### src/rtl/scope_dump_ctrl.sv
// Reads one captured channel trace out of the capture RAMs, oldest sample first,
// and hands each byte to the UART with a trmt/tx_done handshake.
module scope_dump_ctrl #(
  parameter int ADDR_W = 9,
  parameter int DEPTH  = 512,
  parameter int NUM_CH = 3
) (
  input  logic                  clk,
  input  logic                  rst_n,
  input  logic                  dump,
  input  logic [1:0]            ch_sel,
  input  logic [ADDR_W-1:0]     trace_end,
  input  logic                  abort,
  output logic [ADDR_W-1:0]     ram_addr,
  output logic [NUM_CH-1:0]     ram_en,
  input  logic [NUM_CH*8-1:0]   ram_rdata,
  output logic [7:0]            tx_data,
  output logic                  trmt,
  input  logic                  tx_done,
  output logic                  busy,
  output logic                  dump_fin
);

  typedef enum logic [2:0] {IDLE, READ, LATCH, SEND, WAIT_TX, FIN} state_t;

  localparam logic [ADDR_W-1:0] LAST = ADDR_W'(DEPTH - 1);

  state_t            state;
  logic [1:0]        ch_q;
  logic [ADDR_W-1:0] count;
  logic [7:0]        rd_byte;
  logic              ch_ok;

  assign ch_ok = int'(ch_sel) < NUM_CH;

  always_comb begin
    rd_byte = '0;
    for (int i = 0; i < NUM_CH; i++) begin
      if (int'(ch_q) == i) rd_byte = ram_rdata[8*i +: 8];
    end
  end

  // Strobes are decoded from state so abort can kill them in the same cycle.
  genvar gi;
  generate
    for (gi = 0; gi < NUM_CH; gi++) begin : g_en
      assign ram_en[gi] = (state == READ) && (int'(ch_q) == gi) && !abort;
    end
  endgenerate

  assign trmt = (state == SEND) && !abort;

  always_ff @(posedge clk or negedge rst_n) begin
    if (!rst_n) begin
      state    <= IDLE;
      ch_q     <= '0;
      count    <= '0;
      ram_addr <= '0;
      tx_data  <= '0;
      busy     <= 1'b0;
      dump_fin <= 1'b0;
    end else begin
      dump_fin <= 1'b0;
      if (abort && state != IDLE) begin
        state <= IDLE;
        busy  <= 1'b0;
      end else begin
        case (state)
          IDLE: begin
            if (dump) begin
              busy <= 1'b1;
              if (ch_ok) begin
                ch_q     <= ch_sel;
                ram_addr <= trace_end + 1'b1;
                count    <= '0;
                state    <= READ;
              end else begin
                state <= FIN;
              end
            end
          end
          READ:  state <= LATCH;
          LATCH: begin
            tx_data <= rd_byte;
            state   <= SEND;
          end
          SEND:  state <= WAIT_TX;
          WAIT_TX: begin
            if (tx_done) begin
              count <= count + 1'b1;
              if (count == LAST) begin
                state <= FIN;
              end else begin
                ram_addr <= ram_addr + 1'b1;
                state    <= READ;
              end
            end
          end
          FIN: begin
            dump_fin <= 1'b1;
            busy     <= 1'b0;
            state    <= IDLE;
          end
          default: state <= IDLE;
        endcase
      end
    end
  end

endmodule
### config.mk
export PLATFORM = sky130hd
export DESIGN_NAME = scope_dump_ctrl
export DESIGN_NICKNAME = d
export VERILOG_FILES = /design/src/rtl/scope_dump_ctrl.sv
export SDC_FILE = /design/constraint.sdc
export NUM_CORES = 1
export LEC_CHECK = 0
export ABC_AREA = 1
export BUFFER_PORTS_ARGS = -buffer_cell sky130_fd_sc_hd__buf_4
export CAP_MARGIN = 0
export CORE_AREA = 2 2 71 73
export CTS_BUF_LIST = sky130_fd_sc_hd__clkbuf_4 sky130_fd_sc_hd__clkbuf_8
export DETAILED_ROUTE_END_ITERATION = 8
export DIE_AREA = 0 0 73 75
export HOLD_SLACK_MARGIN = 0.12
export PLACE_DENSITY = 0.71
export SYNTH_ARGS = -nofsm -noshare
export SYNTH_HDL_FRONTEND = slang
export SYNTH_SLANG_ARGS = --single-unit
### constraint.sdc
create_clock -name clk -period 1.65 [get_ports clk]
set_clock_uncertainty 0.05 [all_clocks]
set_input_delay 0.33 -clock clk [delete_from_list [all_inputs] [get_ports clk]]
set_output_delay 0.33 -clock clk [all_outputs]
set_load 0.01 [all_outputs]
* Yosys cells after proc, flatten, opt, wreduce, memory -nomap -nowiden
Cells that the tools add are included.
Operators by class: mux-type cells 23, magnitude comparators 1, bitwise logic cells 1, reductions and logical operators 20, add/sub/neg operators 3, equality and inequality tests 14
Operators by type and width (count):
- $mux 9 | 7
- $pmux 9 s2 | 2
- $add 9x1->9 const B | 3
- $mux 8 | 3
- $mux 3 | 5
- $pmux 3 s5 | 1
- $eq 9x9->1 const B | 1
- $logic_and 1x1->1 | 8
- $ne 2x2->1 const B | 4
- $eq 3x2->1 const B | 2
- $eq 3x3->1 const B | 2
- $ne 3x3->1 const B | 2
- $reduce_and 2->1 | 3
- $reduce_and 6->1 | 1
- $reduce_bool 3->1 | 2
- $reduce_and 5->1 | 1
- $eq 2x2->1 const B | 2
- $mux 1 | 4
- $reduce_and 4->1 | 1
- $eq 3x1->1 const B | 1
- $logic_not 3->1 | 1
- $logic_not 2->1 | 1
- $lt 2x2->1 const B | 1
- $pmux 1 s2 | 1
- 3 further kinds | 3
Storage, ports and cells: word-level logic and storage cells 69, bits in registers 33, output and inout port bits 23

* Longest topological paths before layout
depth after elaboration 5, depth in mapped cells 12, gate-level depth less buffers 11

* Worst setup path before layout
No wires, ideal clock.
path type reg-to-reg, start register state[0], end register ram_addr[2], arrival time 1.584 ns, stages on the path, launching flop included 10, clock period less this slack 1.751 ns, buffers on the path 1, path slack -0.101 ns, required time 1.483 ns, cells stage by stage dfrtp_1 nor2_4 nand2_1 buf_4 nand2_1 nand2_1 ha_1 or2_2 nand2_1 o21ai_2
Between the ends: longest elaborated chain between the ends 4, elaborated cells between the ends (all ways) 12
RTL lines:
- from (decl) | line 28 | state_t state;
- from (signal assigned) | line 55 | state <= IDLE;
- from (signal assigned) | line 65 | state <= IDLE;
- from (signal assigned) | line 76 | state <= READ;
- parallel branches: the longest is 4 deep, another holds $reduce_and 6->1
- to (signal assigned) | line 74 | ram_addr <= trace_end + 1'b1;
- to (signal assigned) | line 94 | ram_addr <= ram_addr + 1'b1;
- to (decl) | line 14 | output logic [ADDR_W-1:0] ram_addr,
Parallel ways; which one is timed is not known. A chain may end at the register's enable or synchronous reset.

* Worst setup path in the final report
start register count[1], end register ram_addr[5]
Between the ends: longest elaborated chain between the ends 3
RTL lines:
- from (decl) | line 30 | logic [ADDR_W-1:0] count;
- from (signal assigned) | line 90 | count <= count + 1'b1;
- $eq 9x9->1 | line 91 | if (count == LAST) begin
- $ne 2x2->1 (no source line)
- $reduce_and 6->1 (no source line)
Every way passes these cells.

==> results_dict.tcl <==
set metrics [dict create \
    core_area_sq_mm 0.00466 \
    wl_per_cell_um 14.7 \
    post-route-util 0.718 \
    max-vdd-ir-drop_mv 0.883 \
    cp.arrival_ps 1870 \
    hp-class "in -> reg" \
    fillers 362 \
    drv_cap 0 \
    rsz0062_at_grt "yes" \
    critical_path_required_ps 1780 \
    setup_viol 16 \
    grt.total_usage 0.225 \
    vias_per_cell 5.16 \
    grt_pass1_vias 2071 \
    place.gp.congestion 0.832 \
    synth_seq_area_share 0.411 \
    synth_cell_type_count 31 \
    timing.fmax_mhz 577 \
    finalPower_w 0.00526 \
    antenna_cells_inserted 0 \
    yosys_register_bits 33 \
    fin_crit_sh 1.05 \
    synthFlopType "dfrtp_1" \
    synthCells 274 \
    finalWorstSetupSlack_ps -83.6 \
    die_w_um 73 \
    placed_cells 409 \
    die_h_um 75 \
    fin_nets 424 \
    postSynth.asyncResetShare 1.00 \
    synth.top_cell.area_share 0.411 \
    syn_avg_cell_area_sq_um 7.33 \
    drt_wl_total_um 6420 \
    fp-row-count 25 \
    cts_made_buffers 5 \
    synth_edf_count 0 \
    grt_pass1_wl_um 9430 \
    grt_max_degree 34 \
    clk_path_buf_depth 2 \
    outcome "finished with violations" \
    final_cells 436 \
    portBuffers 62 \
    path_class "reg -> reg" \
    cts_sinks 33 \
    gr-total-overflow 0 \
    powerDensity_mw_per_mm2 1570 \
    drt-pass1-iter-count 4 \
    tightest_slew_ps 527 \
    drc 0 \
    drv_slew 0 \
    yosysMostFrequentCell "nand2_1" \
    violations "setup timing" \
    drt-initial-drc-count 102 \
    clk_pin_slew_ps 70 \
    slew_headroom 0.647 \
    vias 2249 \
    initial_core_util 0.431 \
    r2r_setup_slack_ps -80 \
    ctsRootBufferMaster "clkbuf_8" \
    antenna_found_initial 0 \
    netlist_top_cells_count "nand2_1 (101), dfrtp_1 (33), nand3_1 (24), inv_1 (22), nor2_1 (21)" \
    place_ws_ps -90.1 \
    endpoint_kind "register" \
    ios 63 \
    dieArea_sq_mm 0.00548 \
    cts_htree_levels 2 \
    drt.antenna.violating_nets 0 \
    insertion_delay_ps 290 \
    finalSetupTns_ps -904 \
    synth_area_leaders "dfrtp_1 (41%), nand2_1 (19%), nand3_1 (6.0%), inv_1 (4.1%), nor2_1 (3.9%)" \
    yosysTopAreaCell "dfrtp_1" \
    syn_nets 317 \
    path_max_fanout 6 \
    leakagePower_nw 1.60 \
    dp_hpwl_um 3980 \
    syn_area_sq_mm 0.00201 \
    fin_crit_ps 1730 \
    drive_above_1_share 0.513 \
    synth.yosys.warnings 0 \
    cts_tree "done" \
    cp-start-kind "register" \
    syn_to_final_growth_pct 66.6 \
    hold_violations 0 \
]
[path summary, 6_finish.rpt]
path	startpoint	endpoint	cells after the start
max	count[1]$_DFFE_PN0P_	ram_addr[5]$_DFFE_PN0P_	11
min	ch_sel[0]	ch_q[0]$_DFFE_PN0P_	3
max reg2reg	count[1]$_DFFE_PN0P_	ram_addr[5]$_DFFE_PN0P_	11
min reg2reg	tx_data[1]$_DFFE_PN0P_	tx_data[1]$_DFFE_PN0P_	1
max in group asynchronous	rst_n	state[1]$_DFFE_PN0P_	2
min in group asynchronous	rst_n	count[0]$_DFFE_PN0P_	2
[metal layers]
metal  GRT usage  vias up  wire length, um
li1            -     1102                -
met1       0.287     1099             2620
met2       0.389       39             3460
met3      0.0535        9              254
met4      0.0473        0               78
met5           0        -                0
[cells by family after synthesis]
group / count (synthesis) / share of synthesized area
buf+inv: 32 / 0.0698
simple gates: 174 / 0.394
fa+ha+maj: 3 / 0.0187
flops: 33 / 0.411
xor+xnor: 3 / 0.0131
compound gates: 29 / 0.0928
[metrics by stage]
stage | hold WS [ps] | area [sq um]
6_report | 215 | 3350
5_1_grt | 216 | 3350
4_1_cts | 208 | 3060
3_5_place_dp | 255 | 2740
3_3_place_gp | 251 | 2740
2_1_floorplan | -15.6 | 2060
[flip-flops by register name, indices dropped and copies added, names as in the netlist]
signal    flops
count         9
ram_addr      9
ch_q          2
busy          1
dump_fin      1
tx_data       8
state         3
[worst max-delay path, stage by stage, from the launching register on]
cell and delay [ps]:
dfrtp_1 400, ha_4 170, nand3_4 80, nor2_4 110
nand3_2 90, nor2_2 120, ha_2 200, nand2_4 100
inv_2 100, nor2_4 50, nand3_1 90, nand2_1 50
[cell usage in the layout, fill, tap and decap left out, types with 4 or more instances in the layout]
cell / n
nand2_4: 14
o21ai_1: 6
inv_1: 19
nand3_2: 5
nor2_4: 8
o21ai_0: 4
nor2_2: 7
buf_6: 9
nand3_1: 15
nand2_2: 19
dfrtp_1: 30
inv_2: 5
nor2_1: 8
nand3_4: 4
o21a_1: 8
nand4_1: 9
buf_4: 95
clkbuf_8: 5
nand2_1: 75
[where the power goes]
part           switching [W]  internal, W
registers           0.000280      0.00111
clock network       0.000284     0.000349
logic                0.00173      0.00150
[timing repair]
action | 4_1_cts | 5_1_grt
gates resized for setup | 44 | 50
pin swaps | 26 | 16
endpoints found under the setup margin | 20 | 25
hold buffers | 1 | 0
setup buffers | 8 | 9
cloned | 0 | 1
endpoints found under the hold margin | 33 | 0
[layout make-up]
| type | instances | area (sq um) | area share |
|---|---|---|---|
| multi-input cells | 210 | 1420 | 0.423 |
| repair buffers | 106 | 845 | 0.252 |
| flip-flops and latches | 33 | 830 | 0.248 |
| inverters | 25 | 96.3 | 0.0288 |
| clock buffers | 8 | 91.3 | 0.0273 |
| well taps | 54 | 67.6 | 0.0202 |
Power figures use the tool's default switching activity.
